$ cat src/rtl/mem_arbiter.sv
//==============================================================================
// Module : mem_arbiter
// Brief  : Shares one single-ported, fixed-latency main memory between the
//          instruction-cache fill path and the data-cache fill/write path.
//          Block fills issue one read per cycle; returned words are steered
//          to their owner via a tag pipeline matching the memory latency.
// Rev    : 1.0  initial release
//==============================================================================
`default_nettype none

module mem_arbiter #(
   parameter int LATENCY     = 4,
   parameter int BLOCK_WORDS = 8,
   parameter int ADDR_W      = 16,
   parameter int DATA_W      = 16
) (
   input  logic                           clk,
   input  logic                           rst,
   input  logic                           i_req,
   input  logic [ADDR_W-1:0]              i_addr,
   output logic                           i_ack,
   input  logic                           d_req,
   input  logic                           d_we,
   input  logic [ADDR_W-1:0]              d_addr,
   input  logic [DATA_W-1:0]              d_wdata,
   output logic                           d_ack,
   output logic                           fill_valid,
   output logic                           fill_dst,
   output logic [$clog2(BLOCK_WORDS)-1:0] fill_offset,
   output logic [DATA_W-1:0]              fill_data,
   output logic                           mem_en,
   output logic                           mem_wr,
   output logic [ADDR_W-1:0]              mem_addr,
   output logic [DATA_W-1:0]              mem_wdata,
   input  logic [DATA_W-1:0]              mem_rdata,
   output logic                           busy
);

   localparam int OFF_W  = $clog2(BLOCK_WORDS);
   localparam int CNT_W  = OFF_W + 1;
   localparam int WCNT_W = $clog2(LATENCY + 1);

   // Clears the word-offset and byte bits to get the block base address.
   localparam logic [ADDR_W-1:0] BLK_MASK = ~ADDR_W'(2 * BLOCK_WORDS - 1);
   localparam logic [CNT_W-1:0]  CNT_LAST = CNT_W'(BLOCK_WORDS);

   typedef enum logic [2:0] {
      S_IDLE  = 3'd0,
      S_IFILL = 3'd1,
      S_DFILL = 3'd2,
      S_DRAIN = 3'd3,
      S_WRITE = 3'd4,
      S_TURN  = 3'd5
   } state_t;

   state_t              state;
   logic [CNT_W-1:0]    cnt;         // next word index to issue
   logic [WCNT_W-1:0]   wcnt;        // remaining drain / write-busy cycles
   logic                last_grant;  // 0 = I, 1 = D
   logic                cur_dst;     // owner of the current transaction
   logic [ADDR_W-1:0]   req_addr;    // address captured at grant
   logic                ack_pulse;
   logic                grant_d;
   logic                grant_i;

   // Tag pipeline: one entry per cycle of memory latency.
   logic [LATENCY-1:0]  sr_v;
   logic [LATENCY-1:0]  sr_d;
   logic [OFF_W-1:0]    sr_k [LATENCY];

   // On a conflict the side that did not win last time gets the memory.
   assign grant_d = d_req & (~i_req | ~last_grant);
   assign grant_i = i_req & ~grant_d;

   // Transaction sequencer with registered memory-side outputs and ack.
   always_ff @(posedge clk) begin
      if (rst) begin
         state      <= S_IDLE;
         cnt        <= '0;
         wcnt       <= '0;
         last_grant <= 1'b0;
         cur_dst    <= 1'b0;
         req_addr   <= '0;
         ack_pulse  <= 1'b0;
         mem_en     <= 1'b0;
         mem_wr     <= 1'b0;
         mem_addr   <= '0;
         mem_wdata  <= '0;
      end else begin
         ack_pulse <= 1'b0;
         unique case (state)
            S_IDLE: begin
               if (grant_d) begin
                  last_grant <= 1'b1;
                  cur_dst    <= 1'b1;
                  req_addr   <= d_addr;
                  mem_en     <= 1'b1;
                  if (d_we) begin
                     state     <= S_WRITE;
                     mem_wr    <= 1'b1;
                     mem_addr  <= d_addr;
                     mem_wdata <= d_wdata;
                     wcnt      <= WCNT_W'(LATENCY);
                  end else begin
                     state     <= S_DFILL;
                     mem_wr    <= 1'b0;
                     mem_addr  <= d_addr & BLK_MASK;
                     cnt       <= CNT_W'(1);
                  end
               end else if (grant_i) begin
                  last_grant <= 1'b0;
                  cur_dst    <= 1'b0;
                  req_addr   <= i_addr;
                  state      <= S_IFILL;
                  mem_en     <= 1'b1;
                  mem_wr     <= 1'b0;
                  mem_addr   <= i_addr & BLK_MASK;
                  cnt        <= CNT_W'(1);
               end
            end
            S_IFILL, S_DFILL: begin
               if (cnt == CNT_LAST) begin
                  // Last read already on the bus; wait for returns.
                  state     <= S_DRAIN;
                  mem_en    <= 1'b0;
                  mem_addr  <= '0;
                  wcnt      <= WCNT_W'(LATENCY - 1);
                  ack_pulse <= (LATENCY == 1);
               end else begin
                  mem_addr <= (req_addr & BLK_MASK) |
                              {{(ADDR_W-OFF_W-1){1'b0}}, cnt[OFF_W-1:0], 1'b0};
                  cnt      <= cnt + CNT_W'(1);
               end
            end
            S_DRAIN, S_WRITE: begin
               mem_en    <= 1'b0;
               mem_wr    <= 1'b0;
               mem_addr  <= '0;
               mem_wdata <= '0;
               if (wcnt == '0) begin
                  state <= S_TURN;
               end else begin
                  wcnt      <= wcnt - WCNT_W'(1);
                  ack_pulse <= (wcnt == WCNT_W'(1));
               end
            end
            S_TURN: begin
               state <= S_IDLE;
            end
            default: begin
               state <= S_IDLE;
            end
         endcase
      end
   end

   // Each read issue pushes its owner and word index; the entry reaches the
   // end of the pipeline exactly when the memory returns that word.
   always_ff @(posedge clk) begin
      if (rst) begin
         sr_v <= '0;
         sr_d <= '0;
         for (int i = 0; i < LATENCY; i++) begin
            sr_k[i] <= '0;
         end
      end else begin
         sr_v[0] <= mem_en & ~mem_wr;
         sr_d[0] <= mem_en & ~mem_wr & cur_dst;
         sr_k[0] <= (mem_en & ~mem_wr) ? mem_addr[OFF_W:1] : '0;
         for (int i = 1; i < LATENCY; i++) begin
            sr_v[i] <= sr_v[i-1];
            sr_d[i] <= sr_d[i-1];
            sr_k[i] <= sr_k[i-1];
         end
      end
   end

   assign fill_valid  = sr_v[LATENCY-1];
   assign fill_dst    = sr_d[LATENCY-1];
   assign fill_offset = sr_k[LATENCY-1];
   assign fill_data   = fill_valid ? mem_rdata : '0;
   assign i_ack       = ack_pulse & ~cur_dst;
   assign d_ack       = ack_pulse & cur_dst;
   assign busy        = (state != S_IDLE);

endmodule

`default_nettype wire

$ cat config.mk
export PLATFORM = sky130hd
export DESIGN_NAME = mem_arbiter
export DESIGN_NICKNAME = d
export VERILOG_FILES = /design/src/rtl/mem_arbiter.sv
export SDC_FILE = /design/constraint.sdc
export NUM_CORES = 1
export LEC_CHECK = 0
export BUFFER_PORTS_ARGS = -buffer_cell sky130_fd_sc_hd__clkbuf_2
export CELL_PAD_IN_SITES_DETAIL_PLACEMENT = 1
export CELL_PAD_IN_SITES_GLOBAL_PLACEMENT = 1
export CORE_MARGIN = 2
export CORE_UTILIZATION = 38
export DETAILED_ROUTE_END_ITERATION = 16
export GPL_TIMING_DRIVEN = 0
export MAX_ROUTING_LAYER = met4
export PLACE_DENSITY = 0.86
export SYNTH_ARGS = -nofsm -noshare
export SYNTH_HDL_FRONTEND = slang
export SYNTH_SLANG_ARGS = --single-unit
$ cat constraint.sdc
create_clock -name clk -period 4 [get_ports clk]
set_input_delay 0.2 -clock clk [delete_from_list [all_inputs] [get_ports clk]]
set_output_delay 0.2 -clock clk [all_outputs]
set_load 0.05 [all_outputs]
==> results.py <==
metrics = {
    "outcome": {
        "status": "complete, no violations",
    },
    "timing": {
        "fin_skew_ps": 9.38,
        "hold_viol_final": 0,
        "min_period_ps": 2100,
        "rsz0062_at_grt": "false",
        "setup_viol": 0,
        "max_freq_mhz": 476,
        "worst_pin_slew_ps": 639,
        "setup_tns_ps": 0,
        "slew_headroom_pct": 57.4,
        "final_max_slew_viol_count": 0,
        "period_share_pct": 52.6,
    },
    "drt": {
        "drtIter0Drc": 83,
        "drc": 0,
        "first_pass_iters": 4,
        "vias": 3170,
        "wirelength_um": 9620,
        "wl_per_cell_um": 15.6,
        "vias_per_cell": 5.15,
        "postRouteAntennaNets": 0,
    },
    "place": {
        "io_buffers": 121,
        "place_inst": 600,
        "gp_congestion": 0.850,
        "dp_hpwl_um": 7250,
    },
    "global_routing": {
        "grt_pass1_wl_um": 16000,
        "grt_max_degree": 14,
        "overflow": 0,
        "antenna_found_initial": 0,
        "grt.total_usage_pct": 21.1,
        "grt_pass1_vias": 3305,
    },
    "cts": {
        "clk_latency_ps": 350,
        "cts_tree": "built",
        "cts_setup_buffers": 0,
        "ctsLongestPathBuffers": 2,
        "ctsHoldBuffers": 0,
        "clock-sinks": 78,
        "h-tree-depth": 3,
        "clockRootBuffer": "clkbuf_8",
        "cts-buffers-inserted": 9,
        "cts.repair.resized": 0,
        "path_clk_slew_ps": 80,
    },
    "synthesis": {
        "yosysMostFrequentCell": "dfxtp_1",
        "syn_area_um2": 3390,
        "syn_nets": 445,
        "synth_commonest_cells": "dfxtp_1 (78), a21oi_1 (45), nor2_1 (41)",
        "yosys.area.top_type": "dfxtp_1",
        "yosys-top-cells-area": "dfxtp_1 (46%), a21oi_1 (6.6%), nor2_1 (4.5%)",
        "yosysSeqAreaShare_pct": 46.1,
        "ys_ff_latch": 78,
        "synth-async-reset-ratio_pct": 0,
        "syn-instance-count": 371,
        "synth_top_area_share_pct": 46.1,
        "yosys_warnings": 0,
        "avgSynthCellArea_um2": 9.13,
        "ys_types": 56,
        "synth_edf_count": 0,
        "synth_top_flop_cell": "dfxtp_1",
    },
    "finish": {
        "synthToLayoutAreaGrowth_pct": 27.8,
        "drive_gt1_share_pct": 33.3,
        "stdcell_count": 616,
        "diodes": 0,
        "n_fill_cell": 1105,
        "nNetsFinal": 577,
    },
    "setup_path": {
        "worstSetupPathType": "register to register",
        "cp-end-kind": "register",
        "start_kind": "register",
        "path_max_fanout": 10,
        "arrival_ps": 2380,
        "cp_data_required_time_ps": 4280,
    },
    "power_and_ir_drop": {
        "internal_power_mw": 1.82,
        "p_sw_share_pct": 46.7,
        "p_clk_share_pct": 17.6,
        "power_density_nw_per_um2": 788,
        "power_mw": 3.41,
        "leakagePower_nw": 1.94,
        "p_seq_share_pct": 31.4,
        "peakVddDrop_v": 0.000363,
        "p_sw_mw": 1.59,
        "p_comb_share_pct": 51.0,
    },
    "floorplan": {
        "die_area_um2": 9680,
        "start_util_pct": 39.0,
        "die_h_um": 98.4,
        "rows": 34,
        "die_x_um": 98.4,
        "pin_count": 127,
        "core_region_area_um2": 8680,
    },
    "job": {
        "drv_cap": 0,
    },
    "worst_hold_path": {
        "hp-class": "input pin to register",
    },
}
[path summary, 6_finish.rpt]
| path | slack [ps] | depth (start not counted) | to | startpoint |
|---|---|---|---|---|
| setup / recovery | 1900 | 6 | mem_addr[15] | state[2] |
| hold / removal | 60 | 3 | mem_wdata[9] | d_wdata[9] |
| setup reg to reg | 1900 | 6 | mem_addr[15] | state[2] |
| hold reg to reg | 440 | 1 | sr_d[1] | sr_d[0] |
[layer usage]
metal / GRT usage [%] / vias up / routed length [um]
met4: 8.64 / 0 / 217
met2: 37.8 / 96 / 4970
met3: 3.62 / 15 / 498
li1: - / 1549 / -
met1: 23.2 / 1510 / 3940
met5: - / - / 0
[final cells by class]
cell class              count  area (um2)  area share [%]
repair buffers            121         606            14.0
flip-flops and latches     78        1560            36.1
clock inverters             5        58.8            1.36
clock buffers              11         141            3.27
multi-input cells         263        1650            38.2
inverters                   8        32.5           0.752
plain buffers              22         139            3.21
well taps                 108         135            3.12
[stage by stage]
step | utilization (%) | hold WS, ps | setup WS (ps) | cell area (um2)
2_1_floorplan | - | 316 | 2270 | 3390
3_3_place_gp | 47.6 | 415 | 2010 | 4130
3_5_place_dp | 47.6 | 429 | 1960 | 4130
4_1_cts | 49.9 | 46.3 | 1870 | 4330
5_1_grt | 49.9 | 56.6 | 1730 | 4330
6_report | 49.9 | 58.8 | 1900 | 4330
[state kept, by name (all words and copies together) (netlist names)]
register	count
sr_d	4
mem_addr	16
ack_pulse	1
cnt	4
req_addr	12
mem_en	1
wcnt	3
mem_wr	1
sr_k	12
state	3
cur_dst	1
sr_v	4
mem_wdata	16
[power groups by stage]
stage / Sequential (mW) / Combinational [mW] / Clock [mW]
global route: 1.09 / 1.89 / 0.647
finish: 1.07 / 1.74 / 0.601
CTS: 1.07 / 1.75 / 0.616
floorplan: 1.35 / 1.04 / 0
detailed placement: 1.09 / 1.73 / 0
global placement: 1.07 / 1.68 / 0
[cells by family (layout without fill, tap and decap cells)]
kind of cell	after synthesis	after routing	share of synthesized area (%)
flip-flops	78	78	46.1
buffers and inverters	30	167	5.06
multiplexers	12	12	3.55
adder cells (fa/ha/maj)	5	5	1.85
AO/OA/AOI/OAI	105	105	21.2
AND/OR/NAND/NOR	141	141	22.2
[layout by cell type, fill, tap and decap left out, types with 11 or more instances in the layout]
cell type | synthesis | layout
mux2i_1 | 12 | 12
nand3_1 | 12 | 12
clkbuf_2 | 0 | 121
nand2_1 | 29 | 29
a21oi_1 | 45 | 45
o21ai_0 | 17 | 17
and2_1 | 21 | 21
clkbuf_1 | 11 | 12
clkbuf_8 | 1 | 11
nor2b_1 | 16 | 16
nor2_1 | 41 | 41
dfxtp_1 | 78 | 78
[critical path, cell delays in order (launching register included)]
cell,delay [ps]
dfxtp_1,340
buf_2,260
nor3_4,130
a21oi_2,440
clkbuf_1,470
o21ai_0,200
a21oi_1,180
Power figures use the tool's default switching activity.
